### src/rtl/secret_sched.sv
// secret_sched: round-robin front end for the shared secret_impl datapath.
// One operation is in flight at a time. The operands reach the datapath for
// exactly one cycle (ISSUE) and are held at zero otherwise, so the hidden
// accumulator only moves on real operations.
// Optional build macro SECRET_SCHED_STATS_EN adds per-requester grant counters.
module secret_sched #(
  parameter  int NUM_REQ = 2,
  localparam int ID_W    = $clog2(NUM_REQ)
) (
  input  logic                   clk,
  input  logic                   rst_n,
  input  logic [NUM_REQ-1:0]     req_valid_i,
  output logic [NUM_REQ-1:0]     req_ready_o,
  input  logic [NUM_REQ*32-1:0]  req_a_i,
  input  logic [NUM_REQ*32-1:0]  req_b_i,
  output logic [31:0]            dp_a_o,
  output logic [31:0]            dp_b_o,
  input  logic [31:0]            dp_x_i,
  output logic                   rsp_valid_o,
  input  logic                   rsp_ready_i,
  output logic [31:0]            rsp_data_o,
  output logic [ID_W-1:0]        rsp_id_o,
  output logic                   busy_o
`ifdef SECRET_SCHED_STATS_EN
  ,
  output logic [NUM_REQ*16-1:0]  grant_cnt_o
`endif
);

  localparam logic [1:0] IDLE  = 2'd0;
  localparam logic [1:0] ISSUE = 2'd1;
  localparam logic [1:0] CAPT  = 2'd2;
  localparam logic [1:0] RESP  = 2'd3;

  logic [1:0]      state_q, state_d;
  logic [ID_W-1:0] last_grant_q, last_grant_d;
  logic [31:0]     dp_a_q, dp_a_d, dp_b_q, dp_b_d;
  logic [31:0]     rsp_data_q, rsp_data_d;
  logic [ID_W-1:0] rsp_id_q, rsp_id_d;
  logic            rsp_valid_q, rsp_valid_d;

  logic [ID_W-1:0] pick;
  logic            found;
  logic            accept;

  // Round-robin pick: first valid requester after the last grant, wrapping.
  always_comb begin
    int idx;
    idx   = 0;
    pick  = last_grant_q;
    found = 1'b0;
    for (int k = 1; k <= NUM_REQ; k++) begin
      idx = int'(last_grant_q) + k;
      if (idx >= NUM_REQ) idx = idx - NUM_REQ;
      if (!found && req_valid_i[idx[ID_W-1:0]]) begin
        found = 1'b1;
        pick  = idx[ID_W-1:0];
      end
    end
  end

  assign accept = (state_q == IDLE) && found;

  // Grant is one-hot on the picked requester, only while idle.
  always_comb begin
    req_ready_o = '0;
    if (accept) req_ready_o[pick] = 1'b1;
  end

  // Next-state logic for the FSM and the registered outputs.
  always_comb begin
    state_d      = state_q;
    last_grant_d = last_grant_q;
    dp_a_d       = dp_a_q;
    dp_b_d       = dp_b_q;
    rsp_data_d   = rsp_data_q;
    rsp_id_d     = rsp_id_q;
    rsp_valid_d  = rsp_valid_q;
    case (state_q)
      IDLE: if (accept) begin
        dp_a_d       = req_a_i[32*int'(pick) +: 32];
        dp_b_d       = req_b_i[32*int'(pick) +: 32];
        rsp_id_d     = pick;
        last_grant_d = pick;
        state_d      = ISSUE;
      end
      ISSUE: begin
        // Datapath samples the operands at this edge; park them at zero after.
        dp_a_d  = '0;
        dp_b_d  = '0;
        state_d = CAPT;
      end
      CAPT: begin
        rsp_data_d  = dp_x_i;
        rsp_valid_d = 1'b1;
        state_d     = RESP;
      end
      default: if (rsp_ready_i) begin
        rsp_valid_d = 1'b0;
        state_d     = IDLE;
      end
    endcase
  end

  // State registers; last_grant resets to NUM_REQ-1 so requester 0 wins first.
  always_ff @(posedge clk or negedge rst_n) begin
    if (!rst_n) begin
      state_q      <= IDLE;
      last_grant_q <= ID_W'(NUM_REQ - 1);
      dp_a_q       <= '0;
      dp_b_q       <= '0;
      rsp_data_q   <= '0;
      rsp_id_q     <= '0;
      rsp_valid_q  <= 1'b0;
    end else begin
      state_q      <= state_d;
      last_grant_q <= last_grant_d;
      dp_a_q       <= dp_a_d;
      dp_b_q       <= dp_b_d;
      rsp_data_q   <= rsp_data_d;
      rsp_id_q     <= rsp_id_d;
      rsp_valid_q  <= rsp_valid_d;
    end
  end

  assign dp_a_o      = dp_a_q;
  assign dp_b_o      = dp_b_q;
  assign rsp_data_o  = rsp_data_q;
  assign rsp_id_o    = rsp_id_q;
  assign rsp_valid_o = rsp_valid_q;
  assign busy_o      = (state_q != IDLE);

`ifdef SECRET_SCHED_STATS_EN
  logic [NUM_REQ*16-1:0] grant_cnt_q;

  // Saturating per-requester grant counters, bumped on the accept edge.
  always_ff @(posedge clk or negedge rst_n) begin
    if (!rst_n) begin
      grant_cnt_q <= '0;
    end else if (accept && grant_cnt_q[16*int'(pick) +: 16] != 16'hFFFF) begin
      grant_cnt_q[16*int'(pick) +: 16] <= grant_cnt_q[16*int'(pick) +: 16] + 16'd1;
    end
  end

  assign grant_cnt_o = grant_cnt_q;
`endif

endmodule

### config.mk
export PLATFORM = sky130hd
export DESIGN_NAME = secret_sched
export DESIGN_NICKNAME = d
export VERILOG_FILES = /design/src/rtl/secret_sched.sv
export SDC_FILE = /design/constraint.sdc
export NUM_CORES = 1
export LEC_CHECK = 0
export BUFFER_PORTS_ARGS = -buffer_cell sky130_fd_sc_hd__buf_4
export CORE_UTILIZATION = 25
export DETAILED_ROUTE_END_ITERATION = 10
export GPL_ROUTABILITY_DRIVEN = 1
export PLACE_DENSITY_LB_ADDON = 0.15
export SLEW_MARGIN = 0
export SYNTH_ARGS = -nofsm -noshare
export SYNTH_HDL_FRONTEND = slang
export SYNTH_SLANG_ARGS = --single-unit
### constraint.sdc
create_clock -name clk -period 1.65 [get_ports clk]
set_input_delay 0.165 -clock clk [delete_from_list [all_inputs] [get_ports clk]]
set_output_delay 0.165 -clock clk [all_outputs]
set_load 0.02 [all_outputs]
==> impl_metrics.csv, run 1 <==
group,metric,value,unit
routing,highest_layer,"met4",
sta,tightestPinTransition,0.396,ns
logic_synthesis,synth_top_family_by_area,"multiplexers",
layout,area_growth,61.7,%
logic_synthesis,syn-num-nets,546,
pwr,p_sw,6.66,mW
grt,grt_use_total,13.8,%
outcome,status,"complete, but fails checks",
grt,grt_antenna_before_repair,0,
worst_setup_path,cp_slowest_cell,"dfrtp_1",
layout,final_nets,837,
worst_setup_path,worst_r2r_path_depth,8,
grt,gr-total-overflow,0,
routing,vias,3853,
sta,final_hold_viol_count,0,
sta,fin_skew,0.00505,ns
logic_synthesis,synthCells,377,
layout,final_core_util,41.2,%
logic_synthesis,synthFlopType,"dfrtp_1",
routing,via_per_inst,4.26,
placed_design,hpwlAfterDp,10.4,mm
logic_synthesis,netlist_area,4770,µm²
sta,finalSetupViolations,62,
pwr,ir_worst_vdd,0.000699,V
cts,h-tree-depth,3,
grt,grt_pass1_vias,4097,
pwr,combPwrFrac,61.7,%
worst_hold_path,hold_class,"input port to flop",
logic_synthesis,synth_mux_area_share,21.0,%
layout,diodes,0,
logic_synthesis,synth-xor-area-share,0,%
floorplanning,core-area,18700,µm²
run,maxCapViolations,0,
placed_design,placed_cell_area,7130,µm²
logic_synthesis,seq_area_frac_synth,53.1,%
routing,drt-met1-wl,5.27,mm
worst_setup_path,crit_fanout,6,
placed_design,port-buffer-count,265,
logic_synthesis,synth_area_per_cell,12.6,µm²
sta,rsz0062_at_grt,"true",
logic_synthesis,synth_edf_count,0,
floorplanning,fp.dieH,140,µm
cts,cts_tree,"done",
floorplanning,design.die.area,19600,µm²
pwr,switching_share,40.0,%
sta,fin_ws,-0.0990,ns
cts,cts_buffers,9,
worst_setup_path,worstPathRequired,1.88,ns
layout,fillers,1822,
pwr,p_clk_share,12.1,%
routing,routed_wl,13.6,mm
pwr,p_seq_share,26.2,%
cts,clock_latency,0.34,ns
worst_setup_path,reg2reg_to,"dp_a_o[21]$_DFFE_PN0P_",
outcome,violations,"negative setup slack",
worst_hold_path,holdPathStages,2,
floorplanning,io_pins,266,
floorplanning,rows,50,
cts,numClockSinks,101,
logic_synthesis,yosysWarnings,0,
layout,design_area,7710,µm²
cts,cts_buffer_depth,2,
sta,drv_slew,0,
logic_synthesis,yosys.area_share.simple,6.38,%
pwr,power_density,2160,nW/µm²
sta,finalCriticalPeriod,1.75,ns
layout,drive_gt1_share,62.5,%
worst_setup_path,worstSetupStartpointType,"flop",
routing,drtPass1Iterations,4,
worst_hold_path,whs_endpoint,"rsp_data_o[23]$_DFFE_PN0N_",
routing,wl_met3,759,µm
sta,hold_slack,0.0508,ns
logic_synthesis,yosysTopAreaCell,"dfrtp_1",
logic_synthesis,synth_common_cells,"100 x dfrtp_1, 69 x nand2_1, 64 x mux2i_1",
worst_hold_path,hp-start,"dp_x_i[23]",
pwr,internal_power,9.99,mW
grt,grt_pass1_wl,21.1,mm
worst_setup_path,r2r_start,"state_q[0]$_DFFE_PN0P_",
grt,grt_max_degree,35,
logic_synthesis,synth_compound_area_share,12.7,%
routing,dr_wl_met2,7.43,mm
routing,ant_nets,0,
sta,period_share,106,%
worst_setup_path,arrival,1.98,ns
floorplanning,die_w,140,µm
logic_synthesis,async_flop_share,100,%
worst_setup_path,crit_chain,"inv_2 > ha_4 > or3b_4 > o21ai_4 > or2_4 > buf_12 > clkbuf_16 > o21ai_2",
worst_setup_path,criticalPathCategory,"flop to flop",
routing,drt-initial-drc-count,106,
floorplanning,initial_utilization,25.5,%
logic_synthesis,synth.most_common_cell,"dfrtp_1",
routing,drc,0,
cts,root_buffer,"clkbuf_16",
worst_setup_path,reg2reg_slack,-0.1,ns
worst_setup_path,endpoint_kind,"flop",
sta,relSlewSlack,73.5,%
logic_synthesis,yosysUniqueCellTypes,25,
worst_setup_path,max_stage_delay,0.39,ns
pwr,p_leak,3.83,nW
routing,wl_per_cell,15.1,µm
logic_synthesis,netlist.area_leader.share,52.5,%
cts,cts.clk_slew.worst_paths,0.07,ns
placed_design,routabilityCongestion,0.704,
logic_synthesis,yosys.area_share.adder,1.05,%
sta,clock.fmax,572,MHz
logic_synthesis,synthTopCellsByArea,"dfrtp_1 53%, mux2i_1 13%, o21ai_2 11%, mux2_2 7.6%, nand2_1 5.4%",
logic_synthesis,ys_seq_elements,101,
==> per-layer routing <==
| metal | track usage (%) | vias up |
|---|---|---|
| met3 | 3.66 | 14 |
| met4 | 4.22 | 0 |
| met1 | 15.3 | 1821 |
| met2 | 25.6 | 133 |
| li1 | - | 1885 |
| met5 | 0 | - |
==> area by class of cell <==
cell class / count / area, µm² / share of cell area (%)
repair buffers: 305 / 2580 / 33.5
well taps: 234 / 293 / 3.80
clock buffers: 11 / 233 / 3.02
flip-flops and latches: 101 / 2530 / 32.8
multi-input cells: 248 / 2020 / 26.2
clock inverters: 2 / 37.5 / 0.487
inverters: 3 / 11.3 / 0.146
==> how the worst max path moves through the flow <==
stage / startpoint / endpoint / slack [ns] / depth (start not counted)
after global placement: state_q[1]$_DFFE_PN0P_ / dp_a_o[18]$_DFFE_PN0P_ / -0.07 / 7
after CTS: state_q[1]$_DFFE_PN0P_ / dp_a_o[23]$_DFFE_PN0P_ / -0.10 / 8
final: state_q[0]$_DFFE_PN0P_ / dp_a_o[21]$_DFFE_PN0P_ / -0.1 / 8
after floorplan: state_q[1]$_DFFE_PN0P_ / dp_a_o[0]$_DFFE_PN0P_ / -0.01 / 8
after detailed placement: state_q[1]$_DFFE_PN0P_ / dp_a_o[11]$_DFFE_PN0P_ / -0.1 / 7
after global routing: state_q[0]$_DFFE_PN0P_ / dp_a_o[15]$_DFFE_PN0P_ / -0.16 / 8
==> worst max-delay path: cells and delay by family (launching register included) <==
family / cells / cell delay [ns]
buffers and inverters: 3 / 0.39
AND/OR/NAND/NOR: 2 / 0.57
flip-flops: 1 / 0.39
adder cells (fa/ha/maj): 1 / 0.13
AO/OA/AOI/OAI: 2 / 0.15
==> cell usage in the layout (no fill, tap or decap), types with 2 or more instances in the layout <==
cell type,instances
buf_16,3
o21ai_2,61
mux2i_1,64
o21ai_4,2
o21ai_1,2
mux2_2,32
nand2_1,69
ha_4,2
buf_6,6
clkbuf_16,12
buf_12,12
clkbuf_1,2
dfrtp_1,100
buf_4,279
o21ai_0,3
inv_2,2
==> logic make-up (layout without fill, tap and decap cells) <==
group / after synthesis / in the layout
DFF: 101 / 101
muxes: 96 / 96
and+or+nand+nor: 76 / 76
AOI/OAI and AO/OA: 72 / 72
buffers and inverters: 28 / 321
adders and majority gates: 4 / 4
==> power by group through the flow <==
stage               combinational (mW)  clock (mW)  sequential, mW
CTS                               10.0        2.11            4.38
floorplan                         4.75           0            5.72
finish                            10.3        2.01            4.36
global route                      11.0        2.20            4.51
global placement                  9.08           0            4.37
detailed placement                9.26           0            4.42
==> state kept, by name (all words and copies together) (netlist names) <==
signal and flops:
rsp_data_o 32, last_grant_q 1, dp_a_o 32, rsp_valid_o 1
dp_b_o 32, rsp_id_o 1, state_q 2
==> what timing repair did <==
item,4_1_cts,5_1_grt
pin swaps,6,27
hold buffers,1,0
endpoints found under the hold margin,16,0
gates resized for setup,9,13
setup endpoints to repair,65,66
buffers inserted,8,2
gates cloned,3,3
==> metrics by stage <==
stage / TNS (ns) / instances / setup WS (ns) / power [mW]
floorplan: -0.612 / 377 / -0.0115 / 10.5
global placement: -2.30 / 876 / -0.0653 / 13.5
detailed placement: -3.64 / 876 / -0.0977 / 13.7
CTS: -4.62 / 900 / -0.100 / 16.5
global route: -8.18 / 904 / -0.158 / 17.7
finish: -4.10 / 904 / -0.0990 / 16.6
(Power assumes the default switching activity.)
==> run 2: changes to the inputs <==
--- a/config.mk
+++ b/config.mk
@@ -9,6 +9,7 @@
 export CORE_UTILIZATION = 25
 export DETAILED_ROUTE_END_ITERATION = 10
 export GPL_ROUTABILITY_DRIVEN = 1
+export HOLD_SLACK_MARGIN = 0.12
 export PLACE_DENSITY_LB_ADDON = 0.15
 export SLEW_MARGIN = 0
 export SYNTH_ARGS = -nofsm -noshare
==> constraint.sdc (replaced) <==
create_clock -name clk -period 1.9 [get_ports clk]
set_input_delay 0.19 -clock clk [delete_from_list [all_inputs] [get_ports clk]]
set_output_delay 0.19 -clock clk [all_outputs]
set_load 0.02 [all_outputs]
==> impl_metrics.csv, run 2 (synthesis gave the netlist of run 1 again) <==
group,metric,value,unit
worst_setup_path,cp_top_family,"simple AND/OR/NAND/NOR gates",
routing,ant_nets,0,
pwr,combPwrFrac,60.2,%
sta,final_hold_viol_count,0,
worst_setup_path,crit_start,"state_q[0]$_DFFE_PN0P_",
sta,tightestPinTransition,0.557,ns
routing,via_per_inst,4.24,
worst_setup_path,max_stage_delay,0.41,ns
pwr,p_clk_share,12.7,%
floorplanning,initial_utilization,25.5,%
layout,diodes,0,
worst_setup_path,worstPathRequired,2.13,ns
pwr,internal_power,8.28,mW
layout,area_growth,76.9,%
routing,routed_wl,14.0,mm
pwr,p_sw,5.72,mW
cts,root_buffer,"clkbuf_16",
cts,cts_tree,"done",
pwr,p_leak,4.13,nW
grt,gr-total-overflow,0,
sta,period_share,95.1,%
grt,grt_max_degree,102,
worst_setup_path,crit_chain,"inv_2 > ha_1 > or3b_4 > o21ai_4 > or2_4 > buf_12 > clkbuf_16 > o21ai_2",
pwr,finalPower,14.0,mW
layout,layout_common_cells,"269 x buf_4, 100 x dfrtp_1, 98 x dlygate4sd3_1, 69 x nand2_1, 64 x mux2i_1",
placed_design,placed_cell_area,6980,µm²
floorplanning,io_pins,266,
sta,relSlewSlack,62.8,%
grt,grt_antenna_before_repair,0,
sta,finalSetupViolations,0,
layout,design_area,8430,µm²
floorplanning,rows,50,
floorplanning,fp.dieH,140,µm
cts,h-tree-depth,3,
sta,hold_slack,0.130,ns
sta,clock.fmax,554,MHz
grt,grt_pass1_vias,4218,
worst_setup_path,endpoint_kind,"flop",
routing,vias,4173,
sta,drv_slew,0,
worst_setup_path,arrival,2.04,ns
worst_setup_path,crit_fanout,8,
floorplanning,core-area,18700,µm²
pwr,ir_worst_vdd,0.000690,V
layout,layout_commonest_cell,"buf_4",
cts,cts_buffers,9,
outcome,status,"completed",
cts,clock_latency,0.34,ns
cts,cts_buffer_depth,2,
run,maxCapViolations,0,
sta,finalCriticalPeriod,1.81,ns
worst_hold_path,hp-start,"req_b_i[37]",
routing,drc,0,
layout,fin_cells,985,
cts,cts.clk_slew.worst_paths,0.07,ns
pwr,switching_share,40.9,%
pwr,power_density,1660,nW/µm²
layout,fillers,1698,
placed_design,routabilityCongestion,0.716,
floorplanning,design.die.area,19600,µm²
placed_design,hpwlAfterDp,9.27,mm
pwr,p_seq_share,27.1,%
sta,rsz0062_at_grt,"true",
worst_setup_path,cp.buffers_inverters,3,
cts,numClockSinks,101,
routing,drtPass1Iterations,4,
worst_setup_path,cp_slowest_cell,"or3b_4",
layout,register_area,2530,µm²
worst_setup_path,worstSetupStartpointType,"flop",
worst_hold_path,hold_class,"input port to flop",
floorplanning,die_w,140,µm
sta,fin_skew,0.00807,ns
worst_setup_path,r2r_start,"state_q[0]$_DFFE_PN0P_",
grt,grt_pass1_wl,21.1,mm
layout,drive_gt1_share,53.0,%
placed_design,dp.cells,861,
layout,final_nets,915,
routing,drt-initial-drc-count,72,
grt,grt_use_total,13.7,%
routing,wl_per_cell,14.3,µm
placed_design,port-buffer-count,265,
worst_setup_path,criticalPathCategory,"flop to flop",
layout,multi_input_comb_area,1980,µm²
layout,final_core_util,45.1,%
-- run 2: cell types whose count changed in the layout (fill, tap and decap cells not counted), sizes merged --
cell,delta
clkinvlp,+1
buf,-21
clkbuf,+3
bufinv,-1
clkinv,+2
dlygate4sd3,+97
-- run 2: worst paths after layout --
kind | cells past startpoint | endpoint | slack [ns]
worst min register to register | 2 | dp_b_o[5]$_DFFE_PN0P_ | 0.48
worst min-delay path | 3 | dp_b_o[5]$_DFFE_PN0P_ | 0.13
worst max-delay path | 8 | dp_b_o[25]$_DFFE_PN0P_ | 0.09
min in group asynchronous | 3 | rsp_data_o[18]$_DFFE_PN0N_ | 0.44
worst max register to register | 8 | dp_b_o[25]$_DFFE_PN0P_ | 0.09
max in group asynchronous | 3 | last_grant_q$_DFFE_PN1P_ | 1.01
-- run 2: area by class of cell --
class | count | share of cell area, %
Sequential cell | 101 | 30.0
Clock buffer | 12 | 3.04
Tap cell | 234 | 3.47
Multi-Input combinational cell | 248 | 23.5
Timing Repair Buffer | 383 | 39.5
Clock inverter | 4 | 0.386
Inverter | 3 | 0.134
-- run 2: routing by layer --
| metal | share of wire (%) | global-route usage (%) | up-vias |
|---|---|---|---|
| li1 | - | - | 2053 |
| met1 | 43 | 16.4 | 1933 |
| met2 | 49 | 23.8 | 174 |
| met3 | 6.5 | 3.38 | 13 |
| met4 | 1.5 | 5.26 | 0 |
| met5 | 0 | 0 | - |
-- run 2: stage by stage --
step / worst slack (ns) / TNS [ns]
finish: 0.0933 / 0
global route: -0.00629 / -0.00905
CTS: 0.0166 / 0
detailed placement: 0.0128 / 0
global placement: 0.0745 / 0
floorplan: 0.110 / 0
-- run 2: what timing repair did --
action,4_1_cts,5_1_grt
setup buffers,0,3
resized for setup,0,3
setup endpoints to repair,0,64
hold buffers,98,0
endpoints found under the hold margin,169,0
-- run 2: power groups by stage --
stage	registers [mW]	clock network [mW]	logic, mW
after floorplan	4.96	0	4.08
after global placement	3.79	0	7.61
after detailed placement	3.83	0	7.73
after CTS	3.80	1.87	7.88
after global routing	3.92	1.95	9.03
final	3.79	1.78	8.43
-- run 2: worst reg2reg max path: stages, from the launching register on --
cell and delay, ns:
dfrtp_1 0.40, inv_2 0.09, ha_1 0.16, or3b_4 0.41, o21ai_4 0.09, or2_4 0.17
buf_12 0.15, clkbuf_16 0.17, o21ai_2 0.06
==> run 3: changes to the inputs <==
--- a/config.mk
+++ b/config.mk
@@ -5,8 +5,10 @@
 export SDC_FILE = /design/constraint.sdc
 export NUM_CORES = 1
 export LEC_CHECK = 0
+export ABC_CLOCK_PERIOD_IN_PS = 2000
 export BUFFER_PORTS_ARGS = -buffer_cell sky130_fd_sc_hd__buf_4
 export CORE_UTILIZATION = 25
+export CTS_BUF_LIST = sky130_fd_sc_hd__clkbuf_8
 export DETAILED_ROUTE_END_ITERATION = 10
 export GPL_ROUTABILITY_DRIVEN = 1
 export HOLD_SLACK_MARGIN = 0.12
==> constraint.sdc (replaced) <==
create_clock -name clk -period 2 [get_ports clk]
set_input_delay 0.2 -clock clk [delete_from_list [all_inputs] [get_ports clk]]
set_output_delay 0.2 -clock clk [all_outputs]
set_load 0.02 [all_outputs]
==> impl_metrics.csv, run 3 (synthesis gave the netlist of run 1 again) <==
group,metric,value,unit
worst_setup_path,criticalPathCategory,"flop to flop",
pwr,finalPower,12.9,mW
grt,grt_antenna_before_repair,0,
routing,drtPass1Iterations,5,
sta,finalCriticalPeriod,1.89,ns
cts,numClockSinks,101,
sta,tightestPinTransition,0.562,ns
placed_design,dp.cells,860,
floorplanning,core-area,18700,µm²
layout,layout_common_cells,"267 x buf_4, 163 x dlygate4sd3_1, 100 x dfrtp_1, 69 x nand2_1, 64 x mux2i_1",
sta,fin_skew,0.0128,ns
pwr,p_leak,4.32,nW
cts,cts.clk_slew.worst_paths,0.10,ns
layout,layout_commonest_cell,"buf_4",
layout,multi_input_comb_area,1980,µm²
routing,wl_per_cell,14.9,µm
floorplanning,rows,50,
cts,h-tree-depth,3,
worst_setup_path,endpoint_kind,"flop",
cts,cts_buffers,9,
layout,fin_cells,1043,
cts,clock_latency,0.37,ns
run,maxCapViolations,0,
layout,area_growth,87.1,%
worst_setup_path,crit_chain,"inv_1 > ha_1 > or3b_4 > o21ai_4 > or2_4 > clkbuf_16 > o21ai_2",
layout,fillers,1677,
layout,register_area,2530,µm²
placed_design,port-buffer-count,265,
floorplanning,fp.dieH,140,µm
routing,routed_wl,15.5,mm
sta,fin_setup_tns,0,ns
grt,grt_use_total,15.7,%
sta,clock.fmax,529,MHz
floorplanning,die_w,140,µm
worst_setup_path,arrival,2.16,ns
cts,cts_setup_buffers,0,
worst_setup_path,worstSetupStartpointType,"flop",
layout,final_nets,973,
placed_design,placed_cell_area,6950,µm²
worst_setup_path,cp_slowest_cell,"dfrtp_1",
pwr,ir_worst_vdd,0.000600,V
grt,grt_pass1_vias,4838,
pwr,power_density,1450,nW/µm²
worst_setup_path,cp_top_family,"simple AND/OR/NAND/NOR gates",
layout,diodes,0,
sta,drv_slew,0,
sta,relSlewSlack,62.5,%
layout,drive_gt1_share,48.5,%
routing,via_per_inst,4.30,
outcome,status,"completed",
floorplanning,initial_utilization,25.5,%
cts,root_buffer,"clkbuf_8",
worst_setup_path,worstPathRequired,2.27,ns
sta,finalSetupViolations,0,
cts,cts_tree,"done",
worst_setup_path,crit_fanout,14,
cts,cts_buffer_depth,2,
routing,drt-initial-drc-count,103,
worst_setup_path,max_stage_delay,0.41,ns
sta,period_share,94.6,%
grt,grt_max_degree,102,
layout,final_core_util,47.7,%
layout,design_area,8920,µm²
routing,vias,4490,
routing,drc,0,
floorplanning,io_pins,266,
sta,rsz0062_at_grt,"false",
floorplanning,design.die.area,19600,µm²
grt,gr-total-overflow,0,
placed_design,hpwlAfterDp,9.32,mm
grt,grt_pass1_wl,24.2,mm
placed_design,routabilityCongestion,0.713,
routing,ant_nets,0,
sta,final_hold_viol_count,0,
worst_setup_path,cp.buffers_inverters,2,
worst_hold_path,hold_class,"input port to flop",
worst_setup_path,reg2reg_slack,0.11,ns
run 3: cell types whose count changed in the layout (fill, tap and decap cells not counted), moves of 3 or more:
cell / change
clkbuf_16: -11
inv_6: +3
dlygate4sd3_1: +65
clkbuf_8: +8
buf_12: -5
run 3: power breakdown:
part	internal, mW	switching [mW]	leakage (nW)
clock	0.751	0.758	0.118
combinational	3.68	4.11	2.96
sequential	3.06	0.540	1.24
total	7.49	5.41	4.32
run 3: routing by layer:
layer	share of wire (%)	track usage, %	routed length (µm)
met5	0	0	0
met2	51	27.9	7920
met4	1.0	4.80	160
met1	42	18.0	6470
met3	6.1	4.72	943
run 3: timing repair:
action	in CTS	in global routing
cloned	0	4
endpoints found under the setup margin	18	41
hold buffers	162	1
endpoints found under the hold margin	199	1
pin swaps	0	1
resized for setup	1	6
run 3: worst register-to-register path: cells and delay by family, from the launching register on:
family | cells | cell delay (ns)
fa+ha+maj | 1 | 0.17
flops | 1 | 0.41
compound gates | 2 | 0.17
buf+inv | 2 | 0.35
simple gates | 2 | 0.69
run 3: path summary, 6_finish.rpt:
| check | from | end | cells after the start |
|---|---|---|---|
| min in group asynchronous | rst_n | rsp_data_o[14]$_DFFE_PN0N_ | 3 |
| worst max-delay path | state_q[0]$_DFFE_PN0P_ | dp_a_o[31]$_DFFE_PN0P_ | 7 |
| worst min register to register | dp_b_o[31]$_DFFE_PN0P_ | dp_b_o[31]$_DFFE_PN0P_ | 2 |
| max in group asynchronous | rst_n | dp_b_o[7]$_DFFE_PN0P_ | 3 |
| worst max register to register | state_q[0]$_DFFE_PN0P_ | dp_a_o[31]$_DFFE_PN0P_ | 7 |
| worst min-delay path | req_a_i[51] | dp_a_o[19]$_DFFE_PN0P_ | 3 |
run 3: stage by stage:
step           hold WS [ns]  setup WS, ns
3_5_place_dp          0.313        0.0164
4_1_cts               0.124       0.00924
2_1_floorplan       -0.0956         0.210
6_report              0.162         0.108
3_3_place_gp          0.308         0.105
5_1_grt               0.142       0.00863
run 3: cell type report:
class / count / area share (%)
Tap cell: 234 / 3.28
Timing Repair Buffer: 441 / 43.4
Clock buffer: 10 / 1.54
Inverter: 3 / 0.126
Clock inverter: 6 / 1.02
Multi-Input combinational cell: 248 / 22.2
Sequential cell: 101 / 28.4
